### config.mk
export PLATFORM = sky130hd
export DESIGN_NAME = alu_seq
export DESIGN_NICKNAME = d
export VERILOG_FILES = /design/src/rtl/alu_seq.sv
export SDC_FILE = /design/constraint.sdc
export NUM_CORES = 1
export LEC_CHECK = 0
export CORE_UTILIZATION = 30
export DETAILED_ROUTE_END_ITERATION = 10
export GPL_TIMING_DRIVEN = 0
export PLACE_DENSITY_LB_ADDON = 0.15
export SLEW_MARGIN = 25
export SYNTH_ARGS = -nofsm -noshare
export SYNTH_HDL_FRONTEND = slang
export SYNTH_SLANG_ARGS = --single-unit
### constraint.sdc
create_clock -name clk -period 8.62 [get_ports clk]
set_input_delay 2.586 -clock clk [delete_from_list [all_inputs] [get_ports clk]]
set_output_delay 2.586 -clock clk [all_outputs]
set_load 0.05 [all_outputs]
### src/rtl/alu_seq.sv
// -----------------------------------------------------------------------------
// alu_seq
//   Registered, handshaked ALU for the human-8bit CPU datapath. It accepts one
//   operation per in_valid/in_ready transfer and presents a registered result
//   until the consumer takes it with out_valid/out_ready. Logic, add/sub and
//   shift ops complete in one cycle. MUL is an iterative shift-add that
//   consumes one bit of B per cycle, so it takes WIDTH+1 cycles.
//
//   Parameters
//     WIDTH   operand/result width in bits (minimum 4)
//     MUL_EN  1 = MUL (op 7) implemented, 0 = op 7 reported as illegal
//
//   Optional build macro
//     ALU_SEQ_CARRY_CHAIN_EN  adds ADC (op 8) and SBC (op 9), which take their
//                             carry/borrow input from flags.C. Without the
//                             macro, ops 8/9 are illegal and no carry-in logic
//                             exists.
//
//   Ports
//     clk, rst_n          rising-edge clock, asynchronous active-low reset
//     in_valid/in_ready   request handshake (in_ready=1 only when idle)
//     op, a, b, flag_en   opcode, operands, flag-update enable (captured)
//     out_valid/out_ready result handshake
//     res, res_hi         result (res_hi = MUL high half, else 0)
//     out_err             the current result came from an illegal opcode
//     flags               persistent {C,Z,N,V} register
// -----------------------------------------------------------------------------
module alu_seq #(
  parameter int unsigned WIDTH  = 8,
  parameter int unsigned MUL_EN = 1
) (
  input  logic             clk,
  input  logic             rst_n,
  input  logic             in_valid,
  output logic             in_ready,
  input  logic [3:0]       op,
  input  logic [WIDTH-1:0] a,
  input  logic [WIDTH-1:0] b,
  input  logic             flag_en,
  output logic             out_valid,
  input  logic             out_ready,
  output logic [WIDTH-1:0] res,
  output logic [WIDTH-1:0] res_hi,
  output logic             out_err,
  output logic [3:0]       flags
);

  localparam int unsigned CW = $clog2(WIDTH);

  typedef enum logic [1:0] {
    S_IDLE = 2'd0,
    S_BUSY = 2'd1,
    S_DONE = 2'd2
  } state_t;

  typedef enum logic [3:0] {
    OP_ADD = 4'd0,
    OP_SUB = 4'd1,
    OP_AND = 4'd2,
    OP_OR  = 4'd3,
    OP_XOR = 4'd4,
    OP_SHL = 4'd5,
    OP_SHR = 4'd6,
    OP_MUL = 4'd7,
    OP_ADC = 4'd8,
    OP_SBC = 4'd9
  } op_t;

  // ---------------------------------------------------------------------------
  // State and datapath registers
  // ---------------------------------------------------------------------------
  state_t             r_state;
  state_t             w_state_nxt;

  logic [WIDTH-1:0]   r_res;
  logic [WIDTH-1:0]   r_res_hi;
  logic               r_err;
  logic [3:0]         r_flags;

  // Iterative multiplier: accumulator, left-shifting multiplicand,
  // right-shifting multiplier, bit counter and the captured flag enable.
  logic [2*WIDTH-1:0] r_acc;
  logic [2*WIDTH-1:0] r_mcand;
  logic [WIDTH-1:0]   r_mplier;
  logic [CW-1:0]      r_cnt;
  logic               r_flag_en;

  // ---------------------------------------------------------------------------
  // Single-cycle arithmetic/logic, evaluated on the request inputs so the
  // result can be registered on the transfer edge itself.
  // ---------------------------------------------------------------------------
  logic [WIDTH:0]     w_add;
  logic [WIDTH:0]     w_sub;
  logic [WIDTH-1:0]   w_res;
  logic               w_c;
  logic               w_v;
  logic               w_z;
  logic               w_n;
  logic               w_legal;
  logic               w_is_mul;
  logic               w_accept;

  assign w_add = {1'b0, a} + {1'b0, b};
  assign w_sub = {1'b0, a} - {1'b0, b};

`ifdef ALU_SEQ_CARRY_CHAIN_EN
  logic               w_cin;
  logic [WIDTH:0]     w_adc;
  logic [WIDTH:0]     w_sbc;

  // Carry-in comes from the flag register as it stands at capture time.
  assign w_cin = r_flags[3];
  assign w_adc = w_add + {{WIDTH{1'b0}}, w_cin};
  assign w_sbc = w_sub - {{WIDTH{1'b0}}, w_cin};
`endif

  always_comb begin
    w_res    = '0;
    w_c      = 1'b0;
    w_v      = 1'b0;
    w_legal  = 1'b1;
    w_is_mul = 1'b0;
    case (op)
      OP_ADD: begin
        w_res = w_add[WIDTH-1:0];
        w_c   = w_add[WIDTH];
        w_v   = (a[WIDTH-1] == b[WIDTH-1]) && (w_add[WIDTH-1] != a[WIDTH-1]);
      end
      OP_SUB: begin
        // Bit WIDTH of the extended difference is the borrow (A < B).
        w_res = w_sub[WIDTH-1:0];
        w_c   = w_sub[WIDTH];
        w_v   = (a[WIDTH-1] != b[WIDTH-1]) && (w_sub[WIDTH-1] != a[WIDTH-1]);
      end
      OP_AND: w_res = a & b;
      OP_OR:  w_res = a | b;
      OP_XOR: w_res = a ^ b;
      OP_SHL: begin
        w_res = {a[WIDTH-2:0], 1'b0};
        w_c   = a[WIDTH-1];
      end
      OP_SHR: begin
        w_res = {1'b0, a[WIDTH-1:1]};
        w_c   = a[0];
      end
      OP_MUL: begin
        if (MUL_EN != 0) begin
          w_is_mul = 1'b1;
        end else begin
          w_legal = 1'b0;
        end
      end
`ifdef ALU_SEQ_CARRY_CHAIN_EN
      OP_ADC: begin
        w_res = w_adc[WIDTH-1:0];
        w_c   = w_adc[WIDTH];
        w_v   = (a[WIDTH-1] == b[WIDTH-1]) && (w_adc[WIDTH-1] != a[WIDTH-1]);
      end
      OP_SBC: begin
        w_res = w_sbc[WIDTH-1:0];
        w_c   = w_sbc[WIDTH];
        w_v   = (a[WIDTH-1] != b[WIDTH-1]) && (w_sbc[WIDTH-1] != a[WIDTH-1]);
      end
`endif
      default: w_legal = 1'b0;
    endcase
  end

  assign w_z = (w_res == '0);
  assign w_n = w_res[WIDTH-1];

  // ---------------------------------------------------------------------------
  // Multiplier step. The final bit is added on the same edge that moves to
  // DONE, so the product is registered straight from the next-accumulator
  // value and the total latency stays at WIDTH+1.
  // ---------------------------------------------------------------------------
  logic [2*WIDTH-1:0] w_acc_nxt;
  logic               w_mul_last;
  logic [3:0]         w_mul_flags;

  assign w_acc_nxt   = r_acc + (r_mplier[0] ? r_mcand : '0);
  assign w_mul_last  = (r_cnt == CW'(WIDTH - 1));
  assign w_mul_flags = {(w_acc_nxt[2*WIDTH-1:WIDTH] != '0),
                        (w_acc_nxt == '0),
                        w_acc_nxt[WIDTH-1],
                        1'b0};

  assign w_accept = in_valid && (r_state == S_IDLE);

  // ---------------------------------------------------------------------------
  // Control FSM
  // ---------------------------------------------------------------------------
  always_ff @(posedge clk or negedge rst_n) begin
    if (!rst_n) begin
      r_state <= S_IDLE;
    end else begin
      r_state <= w_state_nxt;
    end
  end

  always_comb begin
    w_state_nxt = r_state;
    case (r_state)
      S_IDLE: begin
        if (in_valid) begin
          w_state_nxt = w_is_mul ? S_BUSY : S_DONE;
        end
      end
      S_BUSY: begin
        if (w_mul_last) begin
          w_state_nxt = S_DONE;
        end
      end
      S_DONE: begin
        if (out_ready) begin
          w_state_nxt = S_IDLE;
        end
      end
      default: w_state_nxt = S_IDLE;
    endcase
  end

  // ---------------------------------------------------------------------------
  // Datapath registers
  // ---------------------------------------------------------------------------
  always_ff @(posedge clk or negedge rst_n) begin
    if (!rst_n) begin
      r_res     <= '0;
      r_res_hi  <= '0;
      r_err     <= 1'b0;
      r_flags   <= '0;
      r_acc     <= '0;
      r_mcand   <= '0;
      r_mplier  <= '0;
      r_cnt     <= '0;
      r_flag_en <= 1'b0;
    end else begin
      if (w_accept) begin
        if (w_is_mul) begin
          r_acc     <= '0;
          r_mcand   <= {{WIDTH{1'b0}}, a};
          r_mplier  <= b;
          r_cnt     <= '0;
          r_flag_en <= flag_en;
        end else begin
          // Illegal codes leave w_res at zero and never touch the flags.
          r_res    <= w_res;
          r_res_hi <= '0;
          r_err    <= ~w_legal;
          if (w_legal && flag_en) begin
            r_flags <= {w_c, w_z, w_n, w_v};
          end
        end
      end else if (r_state == S_BUSY) begin
        r_acc    <= w_acc_nxt;
        r_mcand  <= r_mcand << 1;
        r_mplier <= r_mplier >> 1;
        r_cnt    <= r_cnt + CW'(1);
        if (w_mul_last) begin
          r_res    <= w_acc_nxt[WIDTH-1:0];
          r_res_hi <= w_acc_nxt[2*WIDTH-1:WIDTH];
          r_err    <= 1'b0;
          if (r_flag_en) begin
            r_flags <= w_mul_flags;
          end
        end
      end
    end
  end

  // ---------------------------------------------------------------------------
  // Outputs
  // ---------------------------------------------------------------------------
  assign in_ready  = (r_state == S_IDLE);
  assign out_valid = (r_state == S_DONE);
  assign res       = r_res;
  assign res_hi    = r_res_hi;
  assign out_err   = r_err;
  assign flags     = r_flags;

endmodule

# After elaboration in Yosys (flattened, before gate mapping)
# Cells that the tools add are included.
[totals]
regBits = 67
[op_classes]
addsub = 4
n_eq_ne = 20
muxes = 41
bitwise = 4
reduce_logical = 18
[op_table]
columns = ["cell", "n"]
rows = [
  ["16-bit 2-to-1 mux", 7],
  ["8-bit 2-to-1 mux", 11],
  ["8-bit case mux with 7 select lines", 1],
  ["4-bit 2-to-1 mux", 6],
  ["16-bit adder", 1],
  ["4-bit by 3-bit == test with 1-bit output, second input constant", 4],
  ["16-bit logical NOT", 1],
  ["8-bit by 8-bit adder with 9-bit output", 1],
  ["3-bit 2-to-1 mux", 3],
  ["8-bit by 8-bit subtractor with 9-bit output", 1],
  ["8-bit AND", 1],
  ["4-bit by 2-bit == test with 1-bit output, second input constant", 2],
  ["8-bit logical NOT", 1],
  ["2-bit 2-to-1 mux", 4],
  ["2-bit inequality test, second input constant", 4],
  ["8-bit OR", 1],
  ["8-bit nonzero test", 1],
  ["8-bit OR reduction", 1],
  ["8-bit bitwise XOR", 1],
  ["1-bit 2-to-1 mux", 6],
  ["2-bit case mux with 3 select lines", 1],
  ["3-bit AND reduction", 2],
  ["2-bit nonzero test", 3],
  ["5-bit AND reduction", 1],
  ["15 further kinds", 22],
]

# Depth between registers and ports, before layout
[logic_depth]
depth_word = 7
depth_mapped = 11
depth_no_buf = 11

# Worst setup path after synthesis
# Ideal clock, no wire load.
[synth_path]
kind = "input port to flip-flop"
from = "input port a[3]"
to = "register r_flags[1] (netlist: flags[1])"
setup_ns = 0.125
t_arrival_ns = 4.462
t_required_ns = 8.495
path_slack_ns = 4.033
path_stages = 11
path_cell_list = "inv_1 > ha_1 > clkbuf_1 > nand3_1 > o2111ai_1 > o211ai_1 > and2_1 > nor3b_1 > o21ai_0 > a21o_1 > mux2_2"
[synth_via]
elab_chain_cells = 5
[synth_rtl]
columns = ["element", "line_no", "source"]
rows = [
  ["start: declaration", "37", "input logic [WIDTH-1:0] a,"],
  ["8-bit by 8-bit subtractor with 9-bit output / 8-bit by 8-bit adder with 9-bit output (equally long branches)", "104, 103", ""],
  ["8-bit case mux with 7 select lines *", "123", "case (op)"],
  ["4-bit 2-to-1 mux *", "250", "if (w_legal && flag_en) begin"],
  ["4-bit 2-to-1 mux *", "239", "if (w_is_mul) begin"],
  ["4-bit 2-to-1 mux *", "238", "if (w_accept) begin"],
  ["end signal: assignment", "251", "r_flags <= {w_c, w_z, w_n, w_v};"],
  ["end signal: assignment", "264", "r_flags <= w_mul_flags;"],
  ["end: declaration", "78", "logic [3:0] r_flags;"],
]
# Every way passes the cells marked *; elsewhere a longest branch is shown, timed or not. The select of a mux whose other input is x is not followed.
# A chain may end at the register's enable or synchronous reset.

# Worst setup path in the final report
[layout_path]
from = "input port a[4]"
to = "register r_flags[1] (netlist: flags[1])"
# The elaborated chain is that of the path after synthesis.

==> metrics.md <==
| Metric | Value |
|---|---|
| Status | `complete, no violations` |
| # Max-Cap Violations | `0` |
| WL/cell | `17.4 um` |
| Pwr dens | `297 nW/um2` |
| Vias/cell | `between 5 and 6` |
| Num CTS Buffers | `9` |
| Net Count, Synth | `between 600 and 700` |
| RSZ-0062 raised after global routing | `no` |
| Post-synthesis sequential area ratio | `roughly a third` |
| Critical path data required time | `8.84 ns` |
| Final Hold Fails | `0` |
| Setup Crit Path Kind | `input pin to register` |
| Clk root buf | `clkbuf_16` |
| Placer Congestion | `about 0.85` |
| Max clock buf depth | `2` |
| DP Area | `5750 um2` |
| Ratio of cells with drive above 1 in the final layout | `around 5.7%` |
| Diodes inserted | `0` |
| Post-CTS setup buffers | `0` |
| Layout Skew | `0.00625 ns` |
| Yosys warns | `0` |
| Max Used Layer | `met4` |
| Per-instance average area after synthesis | `between 8 and 9 um2` |
| Die Y | `131 um` |
| Final period utilization | `a little over three fifths` |
| Initial DRC count | `290` |
| Die area | `between 15000 and 20000 um2` |
| Final min period | `between 5 and 6 ns` |
| Nets | `731` |
| Worst setup SP type | `input pin` |
| Die Wd | `between 100 and 150 um` |
| Post-CTS sizing | `0` |
| Crit end category | `register` |
| P&R area growth vs syn | `21.1%` |
| WL met2 | `~7 mm` |
| Residual DRC | `0` |
| Vias in the first global route | `~4500` |
| Worst hold path type | `register to register` |
| Slew Limit Fails | `0` |
| Final setup violation count | `0` |
| CTS tree | `yes` |
| LEAKAGE | `~2.7 nW` |
| Total grt overflow | `0` |
| F_max | `roughly 180 MHz` |
| Post-Route WL | `around 15 mm` |
| Number of hold buffers added after cts | `0` |
| Num ports | `48` |
| Clock sinks | `67` |
| Largest net degree at the start of global routing | `40` |
| Starting Density | `a little under a third` |
| Final total power | `1.80 mW` |
| Post-DRT Antenna Nets | `0` |
| Setup TNS | `0 ns` |
| Post-DP HPWL | `about 12 mm` |
| Top_reg_cell synth | `dfrtp_1` |
| Core area | `roughly 16000 um2` |
| Worst hold margin | `between 0.4 and 0.5 ns` |
| CP max stage delay | `between 0.6 and 0.7 ns` |
| Yosys cell types | `63` |
| Synth Cell Area | `around 5000 um2` |
| Arr. time, crit path | `between 5 and 6 ns` |
| M1 WL | `about 7.5 mm` |
| Met3 wire len | `735 um` |
| Gr usage total | `18.3%` |
| Std cell rows | `46` |
| Drt first pass iters | `5` |
| Clk_lat worst skew | `0.34 ns` |
| Cell area after layout | `roughly 6000 um2` |
| Measured slew at the worst slew-check pin | `0.979 ns` |
| First-pass GRT wire length | `roughly 25 mm` |
| Number of flops mapped to enable cells by yosys | `0` |
| H-tree Lvls | `3` |
| DR vias | `4649` |
| Worst path cell trace | `clkdlybuf4s50_1 -> inv_1 -> ha_1 -> clkbuf_1 -> nand3_1 -> o2111ai_1 -> o211ai_1 -> and2_1 -> nor3b_1 -> o21ai_0 -> a21o_1 -> mux2_2` |
| Crit-path max FO | `10` |
| Slew margin rel. | `between 30 and 40%` |
| Initial antenna violation count | `0` |
| FFs w/ async S/R, synth | `100%` |
| VDD IR max | `between 0.1 and 0.15 mV` |
| Mapped Cells | `between 600 and 700` |
| Port-buffer cells | `45` |
| Final Util | `between 30% and 40%` |
| Post-synthesis register bit count | `between 60 and 70` |
| Slowest CP cell | `clkdlybuf4s50_1` |
| Clk slew on worst S/H paths | `around 0.06 ns` |
-- metal layers --
layer | GRT usage, % | vias to the layer above
li1 | - | 2276
met1 | 25.8 | 2218
met2 | 28.5 | 138
met3 | 2.70 | 17
met4 | 6.20 | 0
met5 | 0 | -
-- cells in the final DEF, fill, tap and decap left out, drive strengths merged, types with 20 or more instances in the layout --
| master | instances |
|---|---|
| clkdlybuf4s50 | 44 |
| clkbuf | 38 |
| a21oi | 33 |
| dfrtp | 67 |
| nor3 | 20 |
| nand2 | 105 |
| nor2 | 39 |
| ha | 41 |
| inv | 31 |
| o21ai | 47 |
-- through the flow --
| step | worst slack (ns) | cells |
|---|---|---|
| 2_1_floorplan | 4.03 | 605 |
| 5_1_grt | 2.96 | 883 |
| 6_report | 3.18 | 883 |
| 3_5_place_dp | 2.86 | 867 |
| 3_3_place_gp | 2.51 | 866 |
| 4_1_cts | 3.21 | 883 |
-- state kept, by name, summed over array words and instances (netlist names) --
| register | flops |
|---|---|
| r_acc | 16 |
| r_mcand | 16 |
| r_mplier | 8 |
| res | 8 |
| res_hi | 8 |
| flags | 4 |
| r_cnt | 3 |
| r_state | 2 |
| out_err | 1 |
| r_flag_en | 1 |
-- area by class of cell --
cell class | count | area (um2)
Clock buffer | 12 | 267
Inverter | 31 | 116
Fill cell | 1696 | 10000
Buffer | 33 | 144
Sequential cell | 67 | 1680
Tap cell | 216 | 270
Multi-Input combinational cell | 474 | 3080
Timing Repair Buffer | 46 | 468
Clock inverter | 4 | 47.5
-- logic make-up after synthesis --
logic type,synth area share [%]
compound gates,22.8
xor+xnor,2.27
fa+ha+maj,11.4
buf+inv,5.19
flops,33.4
mux,2.75
simple gates,22.1
-- power breakdown --
part           internal [mW]  total, mW  switching [mW]  leakage (nW)
clock network          0.247      0.389           0.143         0.155
registers              0.432      0.515          0.0829         0.855
logic                  0.331      0.898           0.567          1.68
total                   1.01       1.80           0.793          2.69
-- path summary, 6_finish.rpt --
check | start | endpoint | slack, ns | cells after the start
worst min-delay path | r_acc[12]$_DFFE_PN0P_ | r_acc[12]$_DFFE_PN0P_ | 0.49 | 2
min in group asynchronous | rst_n | res[4]$_DFFE_PN0P_ | 2.23 | 1
max in group asynchronous | rst_n | r_acc[13]$_DFFE_PN0P_ | 5.85 | 2
worst max register to register | r_mplier[0]$_DFFE_PN0P_ | flags[3]$_DFFE_PN0P_ | 4.99 | 11
worst min register to register | r_acc[12]$_DFFE_PN0P_ | r_acc[12]$_DFFE_PN0P_ | 0.49 | 2
worst max-delay path | a[4] | flags[1]$_DFFE_PN0P_ | 3.18 | 12
-- cells in the mapped netlist (all sizes together), types with 5 or more instances --
master | count | area (um2)
o221ai | 5 | 43.8
buf | 7 | 46.3
nor3 | 20 | 105
o31ai | 5 | 37.5
nor2b | 5 | 31.3
nor2 | 39 | 146
nand2 | 105 | 394
mux2i | 7 | 70.1
xnor2 | 6 | 52.6
nand3 | 8 | 40.0
ha | 41 | 513
a22o | 13 | 114
xor2 | 7 | 61.3
nand2b | 7 | 43.8
and2 | 18 | 113
dfrtp | 67 | 1680
a31oi | 17 | 121
a21oi | 33 | 165
nand3b | 5 | 37.5
a21o | 11 | 82.6
clkbuf | 26 | 97.6
inv | 31 | 116
o22ai | 6 | 37.5
o21ai | 47 | 235
-- worst max-delay path: cells and delay by family --
family	cells	cell delay [ns]
buffers and inverters	3	1.08
adders and majority gates	1	0.31
AOI/OAI and AO/OA	4	0.83
muxes	1	0.26
and+or+nand+nor	3	0.58
(Power assumes the default switching activity.)
